<file path="config.mk">
export PLATFORM = sky130hd
export DESIGN_NAME = display_arbiter_flat
export DESIGN_NICKNAME = d
export VERILOG_FILES = /design/src/rtl/display_arbiter_if.sv /design/src/rtl/display_arbiter.sv /design/src/flat_wrapper.sv
export SDC_FILE = /design/constraint.sdc
export NUM_CORES = 1
export LEC_CHECK = 0
export CAP_MARGIN = 30
export CORE_ASPECT_RATIO = 0.6
export CORE_MARGIN = 5
export CORE_UTILIZATION = 45
export CTS_CLUSTER_DIAMETER = 120
export DETAILED_ROUTE_END_ITERATION = 10
export PLACE_DENSITY = 0.72
export SETUP_SLACK_MARGIN = 0.1
export SYNTH_ARGS = -nofsm -noshare
export SYNTH_HDL_FRONTEND = slang
export SYNTH_SLANG_ARGS = --single-unit
export TNS_END_PERCENT = 10
</file>
<file path="constraint.sdc">
create_clock -name clock -period 3.1 [get_ports clock]
set_input_delay 0.465 -clock clock [delete_from_list [all_inputs] [get_ports clock]]
set_output_delay 0.465 -clock clock [all_outputs]
set_load 0.02 [all_outputs]
</file>
<file path="src/rtl/display_arbiter_if.sv">
// rtl/display_arbiter_if.sv - request/pattern inputs and digit outputs of the display arbiter
interface display_arbiter_if #(
  parameter int N_REQ = 3
);
  logic [N_REQ-1:0]   req;
  logic [7*N_REQ-1:0] pat;
  logic [6:0]         segmentos;
  logic [N_REQ-1:0]   grant;
  logic               advance;
  logic               busy;

  modport master (
    output req, pat,
    input  segmentos, grant, advance, busy
  );

  modport slave (
    input  req, pat,
    output segmentos, grant, advance, busy
  );
endinterface

</file>
<file path="src/rtl/display_arbiter.sv">
// rtl/display_arbiter.sv - round-robin owner of the single seven-segment digit
// Grants one source for a fixed window, pulses its animation step, then blanks the digit.
module display_arbiter #(
  parameter int N_REQ = 3,
  parameter int HOLD  = 1000,
  parameter int STEP  = 250,
  parameter int GAP   = 4
) (
  input  logic          clock,
  input  logic          reset,
  display_arbiter_if.slave bus
);
  localparam int LW  = $clog2(N_REQ);
  localparam int MX1 = (HOLD > STEP) ? HOLD : STEP;
  localparam int MX  = (MX1 > GAP) ? MX1 : GAP;
  localparam int CW  = $clog2(MX + 1);
  localparam logic [N_REQ-1:0] ONE = N_REQ'(1);

  typedef enum logic [1:0] {ST_IDLE, ST_SHOW, ST_GAP} state_t;

  state_t          state;
  logic [LW-1:0]   last;
  logic [CW-1:0]   hold_cnt;
  logic [CW-1:0]   step_cnt;
  logic [CW-1:0]   gap_cnt;
  logic [CW-1:0]   step_nxt;
  logic            found;
  logic [LW-1:0]   winner;
  logic [LW-1:0]   idx;

  // First asserted request after the previous owner; wraps so a lone requester can win again.
  always_comb begin
    found  = 1'b0;
    winner = last;
    idx    = '0;
    for (int i = 1; i <= N_REQ; i++) begin
      idx = LW'((int'(last) + i) % N_REQ);
      if (!found && bus.req[idx]) begin
        found  = 1'b1;
        winner = idx;
      end
    end
  end

  always_comb begin
    step_nxt = (step_cnt == CW'(STEP - 1)) ? '0 : step_cnt + 1'b1;
  end

  always_ff @(posedge clock or negedge reset) begin
    if (!reset) begin
      state         <= ST_IDLE;
      last          <= LW'(N_REQ - 1);
      hold_cnt      <= '0;
      step_cnt      <= '0;
      gap_cnt       <= '0;
      bus.segmentos <= '0;
      bus.grant     <= '0;
      bus.advance   <= 1'b0;
      bus.busy      <= 1'b0;
    end else begin
      case (state)
        ST_IDLE: begin
          if (found) begin
            state         <= ST_SHOW;
            last          <= winner;
            bus.grant     <= ONE << winner;
            bus.segmentos <= bus.pat[7*winner +: 7];
            bus.advance   <= (STEP == 1);
            bus.busy      <= 1'b1;
            hold_cnt      <= '0;
            step_cnt      <= '0;
          end
        end
        ST_SHOW: begin
          if (hold_cnt == CW'(HOLD - 1) || !bus.req[last]) begin
            state         <= ST_GAP;
            bus.grant     <= '0;
            bus.segmentos <= '0;
            bus.advance   <= 1'b0;
            gap_cnt       <= '0;
          end else begin
            hold_cnt      <= hold_cnt + 1'b1;
            step_cnt      <= step_nxt;
            // step_cnt tracks k mod STEP, so the pulse lands where (k+1) mod STEP == 0
            bus.advance   <= (step_nxt == CW'(STEP - 1));
            bus.segmentos <= bus.pat[7*last +: 7];
          end
        end
        ST_GAP: begin
          if (gap_cnt == CW'(GAP - 1)) begin
            state    <= ST_IDLE;
            bus.busy <= 1'b0;
            gap_cnt  <= '0;
          end else begin
            gap_cnt  <= gap_cnt + 1'b1;
          end
        end
        default: begin
          state <= ST_IDLE;
        end
      endcase
    end
  end
endmodule

</file>
<file path="src/flat_wrapper.sv">
// flat-port wrapper written by rule: the top's interface ports become plain ports
module display_arbiter_flat 
#(
  parameter int N_REQ = 3,
  parameter int HOLD  = 1000,
  parameter int STEP  = 250,
  parameter int GAP   = 4
)
  (clock, reset, bus_req, bus_pat, bus_segmentos, bus_grant, bus_advance, bus_busy);
  display_arbiter_if #(.N_REQ(N_REQ)) bus_i ();
  input  logic clock;
  input  logic reset;
  input wire logic [$bits(bus_i.req)-1:0] bus_req;
  input wire logic [$bits(bus_i.pat)-1:0] bus_pat;
  output wire logic [$bits(bus_i.segmentos)-1:0] bus_segmentos;
  output wire logic [$bits(bus_i.grant)-1:0] bus_grant;
  output wire logic [$bits(bus_i.advance)-1:0] bus_advance;
  output wire logic [$bits(bus_i.busy)-1:0] bus_busy;
  assign bus_i.req = bus_req;
  assign bus_i.pat = bus_pat;
  assign bus_segmentos = bus_i.segmentos;
  assign bus_grant = bus_i.grant;
  assign bus_advance = bus_i.advance;
  assign bus_busy = bus_i.busy;
  display_arbiter #(.N_REQ(N_REQ), .HOLD(HOLD), .STEP(STEP), .GAP(GAP)) u_core (.clock(clock), .reset(reset), .bus(bus_i));
endmodule
</file>
==> results by group <==
Pwr
  • Sw frac: a little under half
  • Sw Pwr: between 1500 and 2000 uW
  • Leak Pwr: 0.00148 uW
  • Peak supply drop: between 0.8 and 0.9 mV
  • Pint: roughly 1800 uW
  • Combinational power share: around three fifths
  • Clk pwr share: between 15 and 20%
  • Cell Pwr Density: 901 nW/um^2
  • Sequential share of power: 25.3%

Finish
  • Fin nets: between 400 and 500
  • Area Overhead vs Synth: 18.5%
  • Layout cells sized above 1: under 10%
  • End-of-flow core utilization: between 50% and 60%
  • ANT cells: 0

Placement
  • # port buffers: 37
  • Post-Place Worst Slack: between 0.2 and 0.25 ns
  • GP Congestion: between 0.9 and 1
  • Hpwl dp: between 6000 and 7000 um

Yosys
  • Register area share after synthesis: 36.3%
  • Netlist Area Pre-Place: ~3200 um^2
  • Post-Syn Nets: ~410
  • Largest area contributor in the netlist: dfrtp_1
  • Ys async rst share: between 90% and 100%
  • Gate Count Post-Synth: 381
  • Avg Cell Area, Syn: approximately 8.3 um^2
  • EDFF count, synth: 0
  • Top cell type's share of synthesized area: ~35%
  • Ranking of synthesized cells by area: dfrtp_1, nor2_1, o21ai_0, nand2_1, a21oi_1
  • Yosys Warn Count: 0
  • Synth top cells by count: nor2_1, dfrtp_1, o21ai_0
  • Library cells used by synthesis: 64
  • Seq cells post-synth: 46
  • Synth Flop Type: dfrtp_1
  • Count leader, synth: nor2_1

Worst setup path
  • Worst path max stage delay: approximately 0.53 ns
  • Critical path startpoint category: flip-flop
  • Reg2Reg Depth: 8
  • Arr. time, crit path: slightly below 3 ns
  • Critical path endpoint category: flip-flop
  • Worst path cell trace: inv_1, ha_2, and2b_1, o41ai_1, o221a_2, a2111oi_0, nor4_1, nor2_1
  • Critical path type: flip-flop to flip-flop
  • Slowest-stage cell, CP: o41ai_1
  • R2R setup slack: about 0.3 ns
  • Worst Path Required: about 3.3 ns
  • Crit-path max FO: 14

Clock network
  • Clock Pin Slew Worst Setup and Hold Paths: approximately 0.060 ns
  • Hold_buf cts: 0
  • Cts bufs inserted: 5
  • Deepest clock path buffer count: 2
  • # clock sinks: 46
  • H-Tree Depth: 2
  • CTS tree: yes
  • Number of setup buffers added after CTS: 0
  • Clock root cell: clkbuf_16
  • Latest clock arrival within the worst-skew pair: 0.29 ns

Floorplan
  • Initial Utilization: a little under half
  • CORE AREA: between 6000 and 7000 um^2
  • Die footprint: slightly below 9000 um^2
  • Top Ports: 38
  • Die X: 118 um
  • Cell Rows: 23
  • Die height: around 75 um

GRT
  • Initial antenna violation count: 0
  • GRT Residual Overflow: 0
  • Pin count of the biggest net entering global routing: 26
  • GRT Total Usage: approximately a fifth
  • Vias in the first global route: between 2000 and 3000
  • First-pass GRT wire length: ~14000 um

Timing
  • Worst slew margin: between 40% and 50%
  • Clk_skew: approximately 0.0028 ns
  • Slew at the pin closest to its max-slew limit: a little over 0.8 ns
  • Fin crit share: ~90%
  • Final setup margin: about 0.3 ns
  • Fmax achieved: 357 MHz
  • Setup-failing EPs final: 0
  • RSZ-0062 raised after global routing: false
  • Final hold violations: 0
  • TNS Setup: 0 ns
  • Crit path time final: around 2.8 ns
  • Slew Limit Fails: 0

Route
  • WL final: roughly 8300 um
  • Vias: between 3000 and 4000
  • Vias per Instance: 6.15
  • Wire per inst: about 17 um
  • Antenna viol nets, final: 0
  • Starting DRT DRC Count: 356
  • # DRC: 0
  • Router iterations before antenna repair: 5

Min path
  • Worst Hold Class: input pin to asynchronous set/reset pin

Run
  • MaxCap Viol Count: 0

Run status
  • Status: finished clean
[layout by cell type (no fill, tap or decap), drive strengths merged, types with 3 or more instances in the layout]
master	synthesis	routed
a2111oi	8	8
ha	6	6
nor4	9	9
a31oi	3	3
and3	10	10
o22ai	12	12
inv	9	10
a211oi	11	11
buf	15	9
clkdlybuf4s50	0	36
a21oi	21	21
nor2	52	52
mux2i	10	10
clkbuf	7	5
nor3	21	21
nand3	11	11
nand4	7	7
nand2	29	29
dfrtp	45	45
xnor2	5	5
o2111ai	4	4
o21ai	36	36
xor2	7	7
nand2b	8	8
[final cells by class]
class,count,area (um^2)
Sequential cell,46,1150
Tap cell,87,109
Clock inverter,3,18.8
Timing Repair Buffer,45,438
Multi-Input combinational cell,304,1880
Clock buffer,5,125
Fill cell,589,3000
Inverter,9,33.8
[through the flow]
stage	total power [uW]	cells	instance area, um^2	hold slack, ns
final	3390	499	3760	0.158
after global routing	3650	499	3760	0.185
after CTS	3350	499	3750	0.167
after detailed placement	2810	491	3610	0.473
after global placement	2770	490	3590	0.462
after floorplan	2240	381	3170	0.169
[metal layers]
metal / up-vias / routed length, um / track usage (%)
met2: 142 / 3250 / 27.5
met1: 1429 / 4380 / 29.9
met5: - / 0 / 0
li1: 1486 / - / -
met4: 0 / 36 / 2.26
met3: 10 / 645 / 5.71
[repair_timing]
item | 4_1_cts | 5_1_grt
endpoints found under the setup margin | 0 | 8
resized for setup | 0 | 2
hold endpoints to repair | 0 | 0
[cells by family after synthesis]
logic type	Yosys count	synth area share, %
buf+inv	31	4.53
flops	46	36.3
simple gates	161	25.4
xor+xnor	12	3.31
mux	10	3.15
fa+ha+maj	7	2.72
compound gates	114	24.6
[power groups by stage]
stage	clock network [uW]	logic, uW	registers [uW]
after detailed placement	0	1950	864
after global placement	0	1910	861
after CTS	541	1960	856
after global routing	582	2190	876
after floorplan	0	1330	912
final	528	2000	856
[flip-flops by register name (all words and copies together), names as in the netlist]
signal / count
u_core.bus.segmentos: 7
u_core.bus.busy: 1
u_core.state: 2
u_core.step_cnt: 10
u_core.gap_cnt: 10
u_core.last: 2
u_core.bus.grant: 3
u_core.bus.advance: 1
u_core.hold_cnt: 10
[path summary, 6_finish.rpt]
path | from | to
min reg2reg | u_core.bus.grant[2]$_DFFE_PN0P_ | u_core.bus.grant[2]$_DFFE_PN0P_
min | reset | u_core.last[0]$_DFFE_PN0P_
min in group clock | u_core.bus.grant[2]$_DFFE_PN0P_ | u_core.bus.grant[2]$_DFFE_PN0P_
max in group asynchronous | reset | u_core.step_cnt[2]$_DFFE_PN0P_
max reg2reg | u_core.last[0]$_DFFE_PN0P_ | u_core.bus.segmentos[0]$_DFFE_PN0P_
max | u_core.last[0]$_DFFE_PN0P_ | u_core.bus.segmentos[0]$_DFFE_PN0P_
[critical path: cells and delay by family (launching register included)]
| family | cells | cell delay [ns] |
|---|---|---|
| and+or+nand+nor | 3 | 0.63 |
| adders and majority gates | 1 | 0.49 |
| DFF | 1 | 0.35 |
| AOI/OAI and AO/OA | 3 | 1.09 |
| buffers and inverters | 1 | 0.10 |
(Power assumes the default switching activity.)
